**config.mk**
```make
export PLATFORM = sky130hd
export DESIGN_NAME = sipo_shift_receiver_flat
export DESIGN_NICKNAME = d
export VERILOG_FILES = /design/src/rtl/sipo_shift_receiver_if.sv /design/src/rtl/sipo_shift_receiver.sv /design/src/flat_wrapper.sv
export SDC_FILE = /design/constraint.sdc
export NUM_CORES = 1
export LEC_CHECK = 0
export CAP_MARGIN = 30
export CORE_UTILIZATION = 35
export DETAILED_ROUTE_END_ITERATION = 7
export SYNTH_ARGS = -nofsm -noshare
export SYNTH_HDL_FRONTEND = slang
export SYNTH_SLANG_ARGS = --single-unit
```
**constraint.sdc**
```tcl
create_clock -name cp -period 2.39 [get_ports cp]
set_clock_uncertainty 0.15 [all_clocks]
set_input_delay 0.3585 -clock cp [delete_from_list [all_inputs] [get_ports cp]]
set_output_delay 0.3585 -clock cp [all_outputs]
set_load 0.005 [all_outputs]
```
**src/rtl/sipo_shift_receiver_if.sv**
```systemverilog
// Serial line and parallel consumer signals of the SIPO receiver.
// The master side drives the serial line and ack; the slave side is the receiver.
interface sipo_shift_receiver_if #(
    parameter int unsigned WIDTH = 8
);
    localparam int unsigned CW = (WIDTH > 1) ? $clog2(WIDTH) : 1;

    logic             ds;
    logic             ce_;
    logic             fr_;
    logic             ack;
    logic [WIDTH-1:0] q;
    logic             rdy;
    logic             ovr;
    logic             qs;
    logic             qs_;
    logic [CW-1:0]    cnt;

    modport master (
        output ds, ce_, fr_, ack,
        input  q, rdy, ovr, qs, qs_, cnt
    );

    modport slave (
        input  ds, ce_, fr_, ack,
        output q, rdy, ovr, qs, qs_, cnt
    );
endinterface

```
**src/rtl/sipo_shift_receiver.sv**
```systemverilog
// Serial-in / parallel-out receiver: shifts WIDTH bits into sr, latches the word into q
// and holds rdy until ack; overrun is flagged when an unacknowledged word is replaced.
module sipo_shift_receiver #(
    parameter int unsigned WIDTH     = 8,
    parameter bit          MSB_FIRST = 1'b1
) (
    input logic                  cp,
    input logic                  mr_,
    sipo_shift_receiver_if.slave bus
);
    localparam int unsigned CW   = (WIDTH > 1) ? $clog2(WIDTH) : 1;
    localparam logic [CW-1:0] LAST = CW'(WIDTH - 1);

    logic [WIDTH-1:0] sr, sr_nxt;
    logic [WIDTH-1:0] sr_shift;
    logic [WIDTH-1:0] q_r, q_nxt;
    logic [CW-1:0]    cnt_r, cnt_nxt;
    logic             rdy_r, rdy_nxt;
    logic             ovr_r, ovr_nxt;
    logic             word_done;
    logic             cascade_bit;

    // Shift direction and the stage that leaves next are fixed by MSB_FIRST.
    generate
        if (MSB_FIRST) begin : g_msb
            assign sr_shift    = {sr[WIDTH-2:0], bus.ds};
            assign cascade_bit = sr[WIDTH-1];
        end else begin : g_lsb
            assign sr_shift    = {bus.ds, sr[WIDTH-1:1]};
            assign cascade_bit = sr[0];
        end
    endgenerate

    // State register; master reset overrides everything, including mid-word.
    always_ff @(posedge cp) begin
        if (!mr_) begin
            sr    <= '0;
            q_r   <= '0;
            cnt_r <= '0;
            rdy_r <= 1'b0;
            ovr_r <= 1'b0;
        end else begin
            sr    <= sr_nxt;
            q_r   <= q_nxt;
            cnt_r <= cnt_nxt;
            rdy_r <= rdy_nxt;
            ovr_r <= ovr_nxt;
        end
    end

    // Next state: frame sync beats shifting; the handshake runs regardless of ce_/fr_.
    always_comb begin
        sr_nxt    = sr;
        q_nxt     = q_r;
        cnt_nxt   = cnt_r;
        rdy_nxt   = rdy_r;
        ovr_nxt   = ovr_r;
        word_done = 1'b0;

        if (!bus.fr_) begin
            cnt_nxt = '0;
        end else if (!bus.ce_) begin
            sr_nxt = sr_shift;
            if (cnt_r == LAST) begin
                cnt_nxt   = '0;
                word_done = 1'b1;
            end else begin
                cnt_nxt = cnt_r + CW'(1);
            end
        end

        // A completing word acknowledged on the same edge retires the old one cleanly.
        if (word_done) begin
            q_nxt   = sr_shift;
            rdy_nxt = 1'b1;
            if (rdy_r) begin
                ovr_nxt = ~bus.ack;
            end
        end else if (rdy_r && bus.ack) begin
            rdy_nxt = 1'b0;
            ovr_nxt = 1'b0;
        end
    end

    assign bus.q   = q_r;
    assign bus.cnt = cnt_r;
    assign bus.rdy = rdy_r;
    assign bus.ovr = ovr_r;
    assign bus.qs  = cascade_bit;
    assign bus.qs_ = ~cascade_bit;
endmodule

```
**src/flat_wrapper.sv**
```systemverilog
// flat-port wrapper written by rule: the top's interface ports become plain ports
module sipo_shift_receiver_flat 
#(
    parameter int unsigned WIDTH     = 8,
    parameter bit          MSB_FIRST = 1'b1
)
  (cp, mr_, bus_ds, bus_ce_, bus_fr_, bus_ack, bus_q, bus_rdy, bus_ovr, bus_qs, bus_qs_, bus_cnt);
  sipo_shift_receiver_if #(.WIDTH(WIDTH)) bus_i ();
  input logic cp;
  input logic mr_;
  input wire logic [$bits(bus_i.ds)-1:0] bus_ds;
  input wire logic [$bits(bus_i.ce_)-1:0] bus_ce_;
  input wire logic [$bits(bus_i.fr_)-1:0] bus_fr_;
  input wire logic [$bits(bus_i.ack)-1:0] bus_ack;
  output wire logic [$bits(bus_i.q)-1:0] bus_q;
  output wire logic [$bits(bus_i.rdy)-1:0] bus_rdy;
  output wire logic [$bits(bus_i.ovr)-1:0] bus_ovr;
  output wire logic [$bits(bus_i.qs)-1:0] bus_qs;
  output wire logic [$bits(bus_i.qs_)-1:0] bus_qs_;
  output wire logic [$bits(bus_i.cnt)-1:0] bus_cnt;
  assign bus_i.ds = bus_ds;
  assign bus_i.ce_ = bus_ce_;
  assign bus_i.fr_ = bus_fr_;
  assign bus_i.ack = bus_ack;
  assign bus_q = bus_i.q;
  assign bus_rdy = bus_i.rdy;
  assign bus_ovr = bus_i.ovr;
  assign bus_qs = bus_i.qs;
  assign bus_qs_ = bus_i.qs_;
  assign bus_cnt = bus_i.cnt;
  sipo_shift_receiver #(.WIDTH(WIDTH), .MSB_FIRST(MSB_FIRST)) u_core (.cp(cp), .mr_(mr_), .bus(bus_i));
endmodule
```
==> After elaboration in Yosys (flattened, before gate mapping) <==
Index checks and enable logic that the tools add are counted.
{ "classes": {"n_bitwise": 3, "n_mux": 8, "addsub": 1, "n_eq_ne": 2, "reduce_logical": 5} }
{ "op_table": {"columns": ["operator", "n"], "rows": [
  ["$mux W1", 7],
  ["$reduce_and A2 Y1", 3],
  ["$add A3 B1 Y3 const B", 1],
  ["$eq A3 B3 Y1 const B", 1],
  ["$mux W3", 1],
  ["$not A1 Y1", 3],
  ["$ne A2 B1 Y1 const B", 1],
  ["$reduce_bool A2 Y1", 1],
  ["$logic_and A1 B1 Y1", 1]
]} }
{ "totals": {"out_inout_bits": 15, "inputBits": 6, "reg_bits": 21, "elab_cells": 24} }

==> Logic depth before layout (Yosys ltp) <==
Gate-level depths: netlist of run 1.
{ "logic_depth": {"ltp_word": 6, "mapped_depth": 6, "ltp_nobuf": 5} }

==> Worst setup path after synthesis of run 1 <==
Ideal clock, no wire load.
{ "synth_path": {"path_type": "flip-flop to flip-flop", "start": "reg u_core.cnt_r[0] (netlist: u_core.bus.cnt[0])", "end": "reg u_core.ovr_r (netlist: u_core.bus.ovr)", "setup_ns": 0.112, "period_less_slack_ns": 1.445, "t_arrival_ns": 1.183, "stages_incl_launch_ff": 7, "required_time_ns": 2.128, "path_buffers": 1, "slack_ns": 0.945, "cell_sequence": "dfxtp_1 -> ha_1 -> ha_1 -> and3b_1 -> buf_6 -> a21oi_2 -> nor2_1"} }
{ "synth_via": {"elab_chain_len": 6, "word_cells_on_any_way": 8, "classes_between": "eq/ne (2); mux (4); reduce/logical (2)"} }
{ "synth_lines": {"columns": ["element", "line", "source"], "rows": [
  ["start: declaration", "sipo_shift_receiver.sv:17", "logic [CW-1:0] cnt_r, cnt_nxt;"],
  ["start signal: assignment", "sipo_shift_receiver.sv:45", "cnt_r <= cnt_nxt;"],
  ["$eq A3 B3 Y1 *", "sipo_shift_receiver.sv:64", "if (cnt_r == LAST) begin"],
  ["$mux W1 *", "sipo_shift_receiver.sv:64", null],
  ["$mux W1 *", "sipo_shift_receiver.sv:62", "end else if (!bus.ce_) begin"],
  ["$mux W1 *", "sipo_shift_receiver.sv:60", "if (!bus.fr_) begin"],
  ["$ne A2 B1 Y1 (no source line) / $reduce_bool A2 Y1 (equally long branches)", null, null],
  ["$reduce_and A2 Y1 (no source line)", null, null],
  ["end signal: assignment", "sipo_shift_receiver.sv:47", "ovr_r <= ovr_nxt;"],
  ["end: declaration", "sipo_shift_receiver.sv:19", "logic ovr_r, ovr_nxt;"]
]} }
Mark *: on every way between the ends. The rest lies on a longest branch, timed or not.
A chain may end at the register's enable or synchronous reset.

==> Worst setup path in the final report of run 1 <==
{ "layout_path": {"start": "reg u_core.rdy_r (netlist: u_core.bus.rdy)", "end": "out bus_rdy"} }
{ "layout_lines": {"columns": ["element", "line", "source"], "rows": [
  ["start: declaration", "sipo_shift_receiver.sv:18", "logic rdy_r, rdy_nxt;"],
  ["start signal: assignment", "sipo_shift_receiver.sv:46", "rdy_r <= rdy_nxt;"],
  ["end: declaration", "flat_wrapper.sv:16", "output wire logic [$bits(bus_i.rdy)-1:0] bus_rdy;"]
]} }
No word-level cell between the ends.

==> results of run 1 <==
==> state kept, by name, indices dropped and copies added, names as in the netlist <==
register,count
u_core.bus.q,8
u_core.sr,8
u_core.bus.cnt,3
u_core.bus.ovr,1
u_core.bus.rdy,1
==> cells by family (layout without fill, tap and decap cells) <==
kind of cell	Yosys count	count (layout)
DFF	21	21
and+or+nand+nor	53	53
muxes	2	2
buffers and inverters	8	26
AOI/OAI and AO/OA	11	11
adders and majority gates	2	2
==> worst max path at each step <==
stage                                               to  slack, ns  cells after the start
after floorplan            u_core.bus.ovr$_SDFFE_PN0P_       0.95                      6
after global placement    u_core.bus.q[7]$_SDFFE_PN0P_       0.59                      4
after detailed placement     u_core.sr[7]$_SDFFE_PN0P_       0.58                      4
after CTS                                      bus_rdy       0.63                      1
after global routing                           bus_rdy       0.58                      1
final                                          bus_rdy       0.65                      1
==> placed cells by master (no fill, tap or decap) <==
cell type,count
a21boi_1,9
nand3b_2,1
nand2_1,27
inv_1,1
mux2i_1,2
clkbuf_1,1
buf_4,1
nand2b_1,2
nor2_1,4
and3b_1,1
clkdlybuf4s50_1,20
dfxtp_1,21
nor2b_1,1
clkbuf_4,3
a21oi_1,1
a21oi_2,1
nor3_1,1
ha_1,2
nand3_1,16
==> routing by layer <==
metal  wire (µm)  vias to the layer above  GRT usage
li1            -                      355          -
met1         747                      295      0.178
met2         660                       25      0.184
met3          74                        2     0.0268
met4          14                        0     0.0833
met5           0                        -          0
==> power groups by stage <==
| stage | Combinational, mW | Sequential (mW) | Clock [mW] |
|---|---|---|---|
| floorplan | 0.0228 | 0.362 | 0 |
| global placement | 0.0336 | 0.362 | 0 |
| detailed placement | 0.0334 | 0.362 | 0 |
| CTS | 0.0337 | 0.354 | 0.175 |
| global route | 0.0368 | 0.355 | 0.193 |
| finish | 0.0335 | 0.354 | 0.165 |
==> worst min-delay path, stage by stage (launching register included) <==
cell and delay [ns]:
dfxtp_1 0.32, nand3_1 0.06, nand2_1 0.04
==> area by class of cell <==
class	count	area, µm²	share of cell area
Inverter	1	3.75	0.00354
Clock buffer	4	26.3	0.0248
Tap cell	28	35.0	0.0331
Multi-Input combinational cell	68	367	0.346
Sequential cell	21	420	0.397
Timing Repair Buffer	21	208	0.196
==> through the flow <==
step,cells,instance area (µm²),total power [mW],util
finish,143,1060,0.553,0.475
global placement,139,1030,0.395,0.463
detailed placement,139,1030,0.395,0.463
floorplan,97,841,0.384,-
global route,143,1060,0.584,0.475
CTS,143,1060,0.563,0.475
==> qor.csv, run 1 <==
stage,metric,value,unit
timing,tightest_slew,0.469,ns
setup_path,max_stage_delay,0.52,ns
place,globalplace.congestion,0.772,
setup_path,critical_path.startpoint,u_core.bus.rdy$_SDFFE_PN0P_,
detailed_routing,routedWlPerCell,10.5,µm
setup_path,reg2reg_depth,5,
grt,grt_pass1_vias,587,
timing,rsz0062_at_grt,false,
grt,grt_pass1_wl,2.53,mm
yosys,yosys-top-cells-area,"dfxtp_1 (50%), nand2_1 (12%), nand3_1 (9.5%)",
grt,grt_max_degree,16,
setup_path,critPathMaxFanout,4,
timing,fin_crit,1.74,ns
power_and_ir_drop,power_density,521,nW/µm²
timing,post-route-period-util,0.730,
setup_path,crit_required,1.88,ns
clocking,cts_htree_levels,1,
power_and_ir_drop,seq_power_share,0.640,
clocking,post_cts_resized,0,
finish,drive_above_1_share,0.0522,
grt,grt-ovfl-total,0,
clocking,cts_root_buf,clkbuf_4,
yosys,synth_cell_type_count,18,
power_and_ir_drop,pwr-share-clk,0.299,
power_and_ir_drop,p_leak,0.423,nW
setup_path,worstPathCellList,clkdlybuf4s50_1,
worst_hold_path,hold_path_depth,2,
yosys,synth_xor_area_frac,0,
yosys,ys_ff_latch,21,
floorplanning,std_cell_rows,17,
yosys,syn_area,841,µm²
detailed_routing,post-route-drc-count,0,
setup_path,cp-end-kind,output pin,
timing,worst_hold_slack,0.304,ns
setup_path,crit_arrival,1.24,ns
timing,max_freq,0.573,GHz
clocking,cts_buffer_depth,2,
detailed_routing,ant_nets,0,
detailed_routing,via_count,677,
detailed_routing,dr.first_iter.drc_count,12,
yosys,synth_top_family_by_area,simple AND/OR/NAND/NOR gates,
clocking,path_clk_slew,0.11,ns
power_and_ir_drop,combPwrFrac,0.061,
timing,maxSlewViolCount,0,
setup_path,path_class,flop to output pin,
setup_path,crit_family,buffers and inverters,
yosys,synth_top_area_share,0.500,
setup_path,regToRegEndpoint,u_core.bus.q[5]$_SDFFE_PN0P_,
worst_hold_path,min_path_type,flop to flop,
finish,final_nets,124,
clocking,tritoncts,yes,
yosys,syn_nets,105,
detailed_routing,firstDrtPassIters,4,
yosys,async_flop_share,0,
clocking,hold_buffers,0,
timing,slew-limit-headroom,0.686,
power_and_ir_drop,switching_power,0.119,mW
setup_path,r2r_slack,0.83,ns
power_and_ir_drop,vdd_ir_drop_max,258,µV
yosys,syn_avg_cell_area,8.67,µm²
timing,setup_viol,0,
clocking,cts_setup_buffers,0,
power_and_ir_drop,switching_share,0.215,
run_status,status,completed,
clocking,cts_made_buffers,3,
place,port-buffer-count,20,
timing,hold_viol_final,0,
yosys,synth_warnings,0,
floorplanning,die_w,51.0,µm
power_and_ir_drop,intPower,0.434,mW
clocking,cts_sinks,21,
yosys,synth_compound_area_frac,0.0967,
yosys,synth_top_cell_by_area,dfxtp_1,
floorplanning,initial_utilization,0.376,
timing,setup_ws,0.646,ns
yosys,synth.area.mux_share,0.0238,
worst_hold_path,min_delay_worst_endpoint,u_core.bus.q[6]$_SDFFE_PN0P_,
place,place_ws,0.576,ns
detailed_routing,routed_wl,1.50,mm
yosys,syn_inst,97,
floorplanning,die_h,51.0,µm
yosys,synthFlopType,dfxtp_1,
setup_path,slowest_stage,clkdlybuf4s50_1,
grt,antenna_found_initial,0,
grt,grt_usage,0.130,
worst_hold_path,min_from,u_core.bus.q[6]$_SDFFE_PN0P_,
floorplanning,num_io_pins,21,
finish,nFillCells,230,
place,hpwl,1.13,mm
timing,tns,0,ns
yosys,synth-adder-area-share,0.0298,
floorplanning,dieArea,2600,µm²
floorplanning,core,2230,µm²
yosys,yosysMostFrequentCell,nand2_1,
run,cap_violations,0,
setup_path,critPathLaunchType,flop,
clocking,clk_latency,0.30,ns
setup_path,r2r-start,u_core.bus.cnt[0]$_SDFFE_PN0N_,
yosys,ys_seq_area_frac,0.500,
setup_path,crit_buf_inv,1,
finish,diodes,0,
yosys,synthTopCellsByCount,"nand2_1 (27), dfxtp_1 (21), nand3_1 (16)",
detailed_routing,viasPerCell,4.73,
yosys,yosys.area_share.simple,0.286,
finish,area_growth_syn_to_layout,26.0,%
yosys,synth_edf_count,0,
(Power assumes the default switching activity.)
==> run 2, diff against run 1 <==
Clock period 2.39 ns to 1.45 ns, I/O delays scaled along.
==> run 2 against run 1 <==
Net effect: cell count grew 9.1%; flip-flop and latch count is the same; critical path depth grew 1; first-iteration DRC count shrank 25%; power grew 68%; critical endpoint is now bus_cnt[0]; design area grew 12%; hold slack lost 0.0031 ns; via count grew 8.0%; clock-buffer cell count shrank 1.
==> qor.csv, run 2 (synthesis gave the netlist of run 1 again) <==
stage,metric,value,unit,change
clocking,cts_htree_levels,1,,unchanged
timing,slew-limit-headroom,0.805,,was 0.686
floorplanning,num_io_pins,21,,unchanged
floorplanning,core,2230,µm²,unchanged
clocking,tritoncts,yes,,unchanged
setup_path,cp-end-kind,output pin,,unchanged
grt,grt-ovfl-total,0,,unchanged
timing,hold_viol_final,0,,unchanged
detailed_routing,routed_wl,1.69,mm,was 1.50 mm
timing,max_freq,0.718,GHz,
power_and_ir_drop,p_leak,0.577,nW,was 0.423 nW
detailed_routing,ant_nets,0,,unchanged
finish,final_nets,137,,was 124
place,hpwl,1.17,mm,was 1.13 mm
power_and_ir_drop,total_power,0.930,mW,was 0.553 mW
setup_path,crit_required,1.08,ns,was 1.88 ns
grt,grt_pass1_vias,647,,was 587
floorplanning,die_h,51.0,µm,unchanged
power_and_ir_drop,vdd_ir_drop_max,379,µV,was 258 µV
grt,use_met2,0.232,,was 0.184
setup_path,critPathLaunchType,flop,,unchanged
grt,use_met1,0.163,,was 0.178
run_status,status,completed,,unchanged
timing,maxSlewViolCount,0,,unchanged
grt,grt_max_degree,19,,was 16
timing,post-route-period-util,0.961,,
finish,final_common_cell,nand2_1,,unchanged
clocking,cts_buffer_depth,2,,unchanged
place,globalplace.congestion,0.684,,was 0.772
detailed_routing,dr.first_iter.drc_count,9,,was 12
finish,drive_above_1_share,0.289,,was 0.0522
floorplanning,dieArea,2600,µm²,unchanged
place,port-buffer-count,20,,unchanged
detailed_routing,post-route-drc-count,0,,unchanged
detailed_routing,viasPerCell,4.69,,was 4.73
timing,setup_viol,0,,unchanged
finish,nFillCells,216,,was 230
detailed_routing,firstDrtPassIters,4,,unchanged
timing,rsz0062_at_grt,true,,was false
clocking,cts_root_buf,clkbuf_4,,unchanged
floorplanning,std_cell_rows,17,,unchanged
clocking,cts_made_buffers,3,,unchanged
floorplanning,initial_utilization,0.376,,unchanged
finish,multi_input_area,405,µm²,was 367 µm²
run,cap_violations,0,,unchanged
setup_path,critPathMaxFanout,3,,was 4
detailed_routing,via_count,731,,was 677
timing,fin_crit,1.39,ns,
clocking,clk_latency,0.30,ns,about the same
grt,top_usage_layer,met2,,unchanged
clocking,cts_sinks,21,,unchanged
clocking,path_clk_slew,0.12,ns,was 0.11 ns
finish,ff_latch_area,438,µm²,was 420 µm²
finish,diodes,0,,unchanged
floorplanning,die_w,51.0,µm,unchanged
finish,area_growth_syn_to_layout,41.4,%,was 26.0%
power_and_ir_drop,power_density,783,nW/µm²,was 521 nW/µm²
timing,tightest_slew,0.293,ns,was 0.469 ns
setup_path,reg2reg_depth,5,,unchanged
grt,grt.met3_usage,0.0268,,unchanged
setup_path,crit_arrival,1.03,ns,was 1.24 ns
finish,layout_common_cells,"nand2_1 (27), nand3_1 (15), dlygate4sd2_1 (15)",,"was nand2_1 (27), dfxtp_1 (21), clkdlybuf4s50_1 (20)"
worst_hold_path,hold_path_depth,2,,unchanged
grt,antenna_found_initial,0,,unchanged
clocking,hold_buffers,0,,unchanged
finish,utilization,0.532,,was 0.475
worst_hold_path,min_path_type,flop to flop,,unchanged
grt,grt_pass1_wl,2.66,mm,was 2.53 mm
setup_path,path_class,flop to output pin,,unchanged
detailed_routing,routedWlPerCell,10.8,µm,was 10.5 µm
grt,grt_usage,0.137,,was 0.130
-- run 2: changes by cell type in the layout (fill, tap and decap cells not counted), sizes merged --
| cell | change |
|---|---|
| and3b | +1 |
| buf | +12 |
| clkbuf | -1 |
| clkdlybuf4s50 | -15 |
| clkinv | +1 |
| dlygate4sd2 | +15 |
-- run 2: area by class of cell --
class / instances / share of cell area
flip-flops and latches: 21 / 0.368
repair buffers: 33 / 0.235
clock buffers: 3 / 0.0189
inverters: 1 / 0.00316
clock inverters: 1 / 0.00421
multi-input cells: 69 / 0.341
well taps: 28 / 0.0295
-- run 2: critical path: stages (launching register included) --
cell and delay [ns]:
dfxtp_2 0.34, buf_4 0.13, dlygate4sd2_1 0.26
-- run 2: final timing paths --
kind	from	to	slack (ns)
hold reg to reg	u_core.bus.q[7]$_SDFFE_PN0P_	u_core.bus.q[7]$_SDFFE_PN0P_	0.30
setup reg to reg	u_core.bus.cnt[0]$_SDFFE_PN0N_	u_core.bus.ovr$_SDFFE_PN0P_	0.07
setup / recovery	u_core.bus.cnt[0]$_SDFFE_PN0N_	bus_cnt[0]	0.06
hold / removal	u_core.bus.q[7]$_SDFFE_PN0P_	u_core.bus.q[7]$_SDFFE_PN0P_	0.30
-- run 2: what timing repair did --
item,CTS,global route
buffers inserted,4,0
resized for setup,30,5
endpoints found under the hold margin,0,0
cloned,0,1
setup endpoints to repair,18,10
pin swaps,1,2
-- run 2: where the power goes --
| part | switching, mW | internal [mW] | leakage [nW] |
|---|---|---|---|
| combinational | 0.0322 | 0.0381 | 0.383 |
| sequential | 0.00228 | 0.580 | 0.177 |
| clock | 0.175 | 0.103 | 0.0177 |
-- run 2: per-stage QoR --
step / std cells / setup TNS [ns] / area (µm²) / setup slack (ns) / hold slack (ns)
floorplan: 97 / 0 / 841 / 0.00544 / 0.198
global placement: 147 / -0.637 / 1090 / -0.0606 / 0.288
detailed placement: 147 / -1.19 / 1090 / -0.0953 / 0.292
CTS: 155 / 0 / 1150 / 0.0140 / 0.304
global route: 156 / -0.00156 / 1190 / -0.00156 / 0.322
finish: 156 / 0 / 1190 / 0.0570 / 0.301
-- run 2: routing by layer --
layer  part of all wire  routed length [µm]  vias to the layer above
met3              0.043                  72                        2
met1               0.47                 796                      329
met4             0.0083                  14                        0
met5                  0                   0                        -
li1                   -                   -                      385
met2               0.48                 804                       15
